### src/rtl/spi_xfer_ctrl.sv
// SPI master transfer controller: one byte per request, driven by external baud-generator strobes.
// Optional LSB-first support is compiled in with `define SPI_XFER_LSBFE_EN.
module spi_xfer_ctrl (
  input  logic       PCLK,
  input  logic       PRESET,
  input  logic       spe_i,
  input  logic       mstr_i,
  input  logic       spiswai_i,
  input  logic [1:0] spi_mode_i,
  input  logic       send_data_i,
  input  logic [7:0] data_mosi_i,
  input  logic       lsbfe_i,
  input  logic       mosi_send_sclk_i,
  input  logic       mosi_send_sclk0_i,
  input  logic       miso_receive_sclk_i,
  input  logic       miso_receive_sclk0_i,
  input  logic       miso_i,
  output logic       ss_o,
  output logic       mosi_o,
  output logic       tip_o,
  output logic       receive_data_o,
  output logic [7:0] data_miso_o
);

  typedef enum logic [1:0] {IDLE, XFER, DONE} state_t;

  state_t     state, nxt;
  logic [7:0] tx_sr, rx_sr, rx_next;
  logic [2:0] tx_idx;
  logic [3:0] rx_cnt;
  logic       run_ok, send_tick, recv_tick, last_rx, start, tx_bit;

  assign run_ok    = spe_i & mstr_i &
                     ((spi_mode_i == 2'b00) | ((spi_mode_i == 2'b01) & ~spiswai_i));
  assign send_tick = mosi_send_sclk_i | mosi_send_sclk0_i;
  assign recv_tick = miso_receive_sclk_i | miso_receive_sclk0_i;
  assign last_rx   = recv_tick & (rx_cnt == 4'd7);
  assign start     = send_data_i & run_ok;

`ifdef SPI_XFER_LSBFE_EN
  logic lsb_q;
  assign tx_bit  = lsb_q ? tx_sr[tx_idx] : tx_sr[3'd7 - tx_idx];
  assign rx_next = lsb_q ? {miso_i, rx_sr[7:1]} : {rx_sr[6:0], miso_i};
`else
  logic unused_lsbfe;
  assign unused_lsbfe = lsbfe_i;
  assign tx_bit  = tx_sr[3'd7 - tx_idx];
  assign rx_next = {rx_sr[6:0], miso_i};
`endif

  always_ff @(posedge PCLK) begin
    if (PRESET) state <= IDLE;
    else        state <= nxt;
  end

  always_comb begin
    nxt            = state;
    ss_o           = 1'b1;
    tip_o          = 1'b0;
    mosi_o         = 1'b0;
    receive_data_o = 1'b0;
    case (state)
      IDLE: if (start) nxt = XFER;
      XFER: begin
        ss_o   = 1'b0;
        tip_o  = 1'b1;
        mosi_o = tx_bit;
        // losing run permission wins over a completing strobe
        if (!run_ok)      nxt = IDLE;
        else if (last_rx) nxt = DONE;
      end
      DONE: begin
        receive_data_o = 1'b1;
        nxt            = IDLE;
      end
      default: nxt = IDLE;
    endcase
  end

  always_ff @(posedge PCLK) begin
    if (PRESET) begin
      tx_sr       <= 8'h00;
      rx_sr       <= 8'h00;
      tx_idx      <= 3'd0;
      rx_cnt      <= 4'd0;
      data_miso_o <= 8'h00;
`ifdef SPI_XFER_LSBFE_EN
      lsb_q       <= 1'b0;
`endif
    end else begin
      case (state)
        IDLE: if (start) begin
          tx_sr  <= data_mosi_i;
          tx_idx <= 3'd0;
          rx_cnt <= 4'd0;
`ifdef SPI_XFER_LSBFE_EN
          lsb_q  <= lsbfe_i;
`endif
        end
        XFER: if (run_ok) begin
          // first bit is already on the line; only shift after it has been sampled
          if (send_tick && (rx_cnt != 4'd0) && (tx_idx < 3'd7))
            tx_idx <= tx_idx + 3'd1;
          if (recv_tick) begin
            rx_sr  <= rx_next;
            rx_cnt <= rx_cnt + 4'd1;
          end
          if (last_rx) data_miso_o <= rx_next;
        end
        default: ;
      endcase
    end
  end

endmodule

### config.mk
export PLATFORM = sky130hd
export DESIGN_NAME = spi_xfer_ctrl
export DESIGN_NICKNAME = d
export VERILOG_FILES = /design/src/rtl/spi_xfer_ctrl.sv
export SDC_FILE = /design/constraint.sdc
export NUM_CORES = 1
export LEC_CHECK = 0
export CORE_MARGIN = 2
export CORE_UTILIZATION = 44
export DETAILED_ROUTE_END_ITERATION = 10
export HOLD_SLACK_MARGIN = 0.06
export PLACE_DENSITY = 0.75
export SLEW_MARGIN = 30
export SYNTH_ARGS = -nofsm -noshare
export SYNTH_HDL_FRONTEND = slang
export SYNTH_SLANG_ARGS = --single-unit
### constraint.sdc
create_clock -name PCLK -period 1.7 [get_ports PCLK]
set_input_delay 0.34 -clock PCLK [delete_from_list [all_inputs] [get_ports PCLK]]
set_output_delay 0.34 -clock PCLK [all_outputs]
set_load 0.05 [all_outputs]
==> summary.md <==
| Metric | Value |
|---|---|
| # Max-Cap Violations | 0 |
| DR DRC count | 0 |
| Setup ws final | -251 ps |
| Gpl congestion | 0.751 |
| Routed Antenna Nets | 0 |
| Final Hold Viols | 0 |
| Crit. End Element | primary output |
| Worst endpoint required time | 1360 ps |
| WL/cell | 14.8 µm |
| Antenna violations before repair | 0 |
| Overall routing resource usage | 22.8% |
| FMAX | 513 MHz |
| Clock latency on the worst-skew pair | 340 ps |
| Worst path arrival time | 1610 ps |
| Yosys warnings | 0 |
| Vias per cell | 5.59 |
| Mapped Area | 1440 µm² |
| Distinct cells, synth | 32 |
| Design area | 2110 µm² |
| Pleak | 0.852 nW |
| Initial core utilization | 46.7% |
| WL final | 3980 µm |
| Hold_buf cts | 0 |
| Final setup violating endpoints | 3 |
| Largest area contributor in the netlist | dfxtp_1 |
| Status | finished, violations left |
| RR Startpoint | tx_idx[1]$_SDFFE_PP0P_ |
| Crit path kind | reg -> out |
| Root buf cell | clkbuf_4 |
| Clock sinks | 32 |
| Worst VDD drop | 0.470 mV |
| Slew Viols, Final | 0 |
| Min Clock Period, post-route | 1950 ps |
| Final core utilization | 68.7% |
| Reg clk slew, reported paths | 110 ps |
| Initial drt markers | 84 |
| GRT overflow | 0 |
| CP Max Fanout | 4 |
| Fraction of layout cells with a size suffix above 1 | 27.7% |
| Die Width | 61.2 µm |
| PD cells | 641 nW/µm² |
| Slew @ Worst Pin | 401 ps |
| Htree depth | 2 |
| Final period utilization | 115% |
| Largest net degree at the start of global routing | 33 |
| Area growth from synthesis to layout | 47.0% |
| First-pass GRT wire length | 6270 µm |
| DR pass1 iterations | 4 |
| Worst slew margin | 72.9% |
| Post-Layout Cell Count | 268 |
| Seq cells post-synth | 32 |
| RSZ-0062 raised after global routing | yes |
| Die Footprint | 3740 µm² |
| Violated checks | negative setup slack |
| Post-Syn Nets | 192 |
| Worst Skew | 12.1 ps |
| Top cell type's share of synthesized area | 44.6% |
| Hold WC Path Type | reg -> reg |
| Placed insts | 257 |
| Critical Path Start | tx_idx[1]$_SDFFE_PP0P_ |
| Startpoint Class | register |
| Nets | 249 |
| Worst hold start | tx_sr[3]$_SDFFE_PP0P_ |
| N_diodes | 0 |
| Port-buffer cells | 32 |
| DP HPWL | 2810 µm |
| CTS tree | done |
| Avg Cell Area, Syn | 8.66 µm² |
| Total Power | 1.36 mW |
| Core Area | 3080 µm² |
| I/O pin total | 34 |
| Number of fill cells | 256 |
| Syn Inst Count | 166 |
| DP Area | 2000 µm² |
| Max clock buf depth | 2 |
| Part of the Yosys area used for sequential elements | 44.6% |
| DIE HEIGHT | 61.2 µm |
| Largest cells by area after synthesis | dfxtp_1 (45%), a21oi_1 (7.7%), nand3_1 (6.6%) |
| Vias after detailed routing | 1498 |
| Num rows | 20 |
| Number of global-route vias before repair | 1459 |
| CTS buffer count | 5 |
| Worst slack, placed | -308 ps |
-- layout by cell type (no fill, tap or decap), types with 4 or more instances in the layout --
cell type / Yosys / routed
a21oi_1: 22 / 21
buf_12: 0 / 5
o21ai_0: 14 / 14
nor3_1: 4 / 4
nand3_1: 19 / 19
clkbuf_4: 0 / 5
buf_4: 0 / 32
mux2i_1: 8 / 7
nor2_1: 14 / 13
clkdlybuf4s50_1: 0 / 20
nand2_1: 10 / 10
dfxtp_1: 32 / 29
-- kinds of logic (layout without fill, tap and decap cells) --
| group | Yosys count | after routing | synth area share [%] |
|---|---|---|---|
| flops | 32 | 32 | 44.6 |
| mux | 10 | 10 | 8.70 |
| fa+ha+maj | 4 | 4 | 3.48 |
| compound gates | 42 | 42 | 16.2 |
| simple gates | 66 | 66 | 23.8 |
| buf+inv | 12 | 70 | 3.22 |
-- worst max-delay path: stages, from the launching register on --
cell,delay (ps)
dfxtp_4,380
mux4_2,510
mux2i_2,170
nor2_2,50
buf_6,150
-- report_power, final --
part	internal [mW]	switching [mW]	total [mW]	leakage, nW
sequential	0.750	0.00260	0.752	0.260
combinational	0.0801	0.0570	0.137	0.554
clock	0.197	0.269	0.466	0.0380
-- routing by layer --
metal / vias up / wire (µm) / track usage, % / part of all wire, %
li1: 712 / - / - / -
met1: 728 / 1670 / 25.8 / 42
met2: 46 / 2020 / 41.6 / 51
met3: 12 / 191 / 4.62 / 4.8
met4: 0 / 95 / 9.32 / 2.4
met5: - / 0 / 0 / 0
-- cell usage after synthesis --
library cell,number
a211oi_1,1
a21boi_2,1
a21oi_1,22
a31oi_1,1
and2_1,1
and2b_1,2
and3_1,2
and4bb_2,1
buf_2,1
clkbuf_1,7
dfxtp_1,32
ha_1,4
inv_1,3
inv_2,1
mux2i_1,8
mux4_2,2
nand2_1,10
nand2b_1,3
nand3_1,19
nand4_1,3
nand4b_1,1
nor2_1,14
nor3_1,4
nor3b_1,1
o21ai_0,14
o31ai_1,1
o41a_1,1
o41ai_1,1
or2_2,1
or3_1,1
or4_1,2
or4b_1,1
-- stage by stage --
stage | setup TNS, ps | hold WS [ps]
after CTS | -345 | 465
after detailed placement | -3430 | 454
after global placement | -1980 | 443
final | -537 | 464
after floorplan | 0 | 419
after global routing | -772 | 501
-- flip-flops by register name, indices dropped and copies added, names as in the netlist --
register,count
tx_sr,8
data_miso_o,8
tx_idx,3
rx_cnt,4
rx_sr,7
state,2
-- area by class of cell --
type                            count  area, µm²  area share (%)
Tap cell                           44       55.1            2.61
Inverter                            4       15.0           0.710
Timing Repair Buffer               58        552            26.1
Clock buffer                        6       51.3            2.43
Multi-Input combinational cell    122        781            36.9
Clock inverter                      2       10.0           0.474
Sequential cell                    32        649            30.7
-- final timing paths --
path	endpoint	slack, ps	cells after the start
setup reg to reg	tx_idx[0]$_SDFFE_PP0P_	-230	6
hold reg to reg	tx_sr[3]$_SDFFE_PP0P_	460	2
hold / removal	tx_sr[3]$_SDFFE_PP0P_	460	2
setup / recovery	mosi_o	-250	4
-- timing repair --
item | CTS | global route
gates resized for setup | 5 | 5
pin swaps | 1 | 3
setup buffers | 0 | 3
endpoints found under the setup margin | 3 | 13
Note: power is estimated with default switching activity, not from simulation.
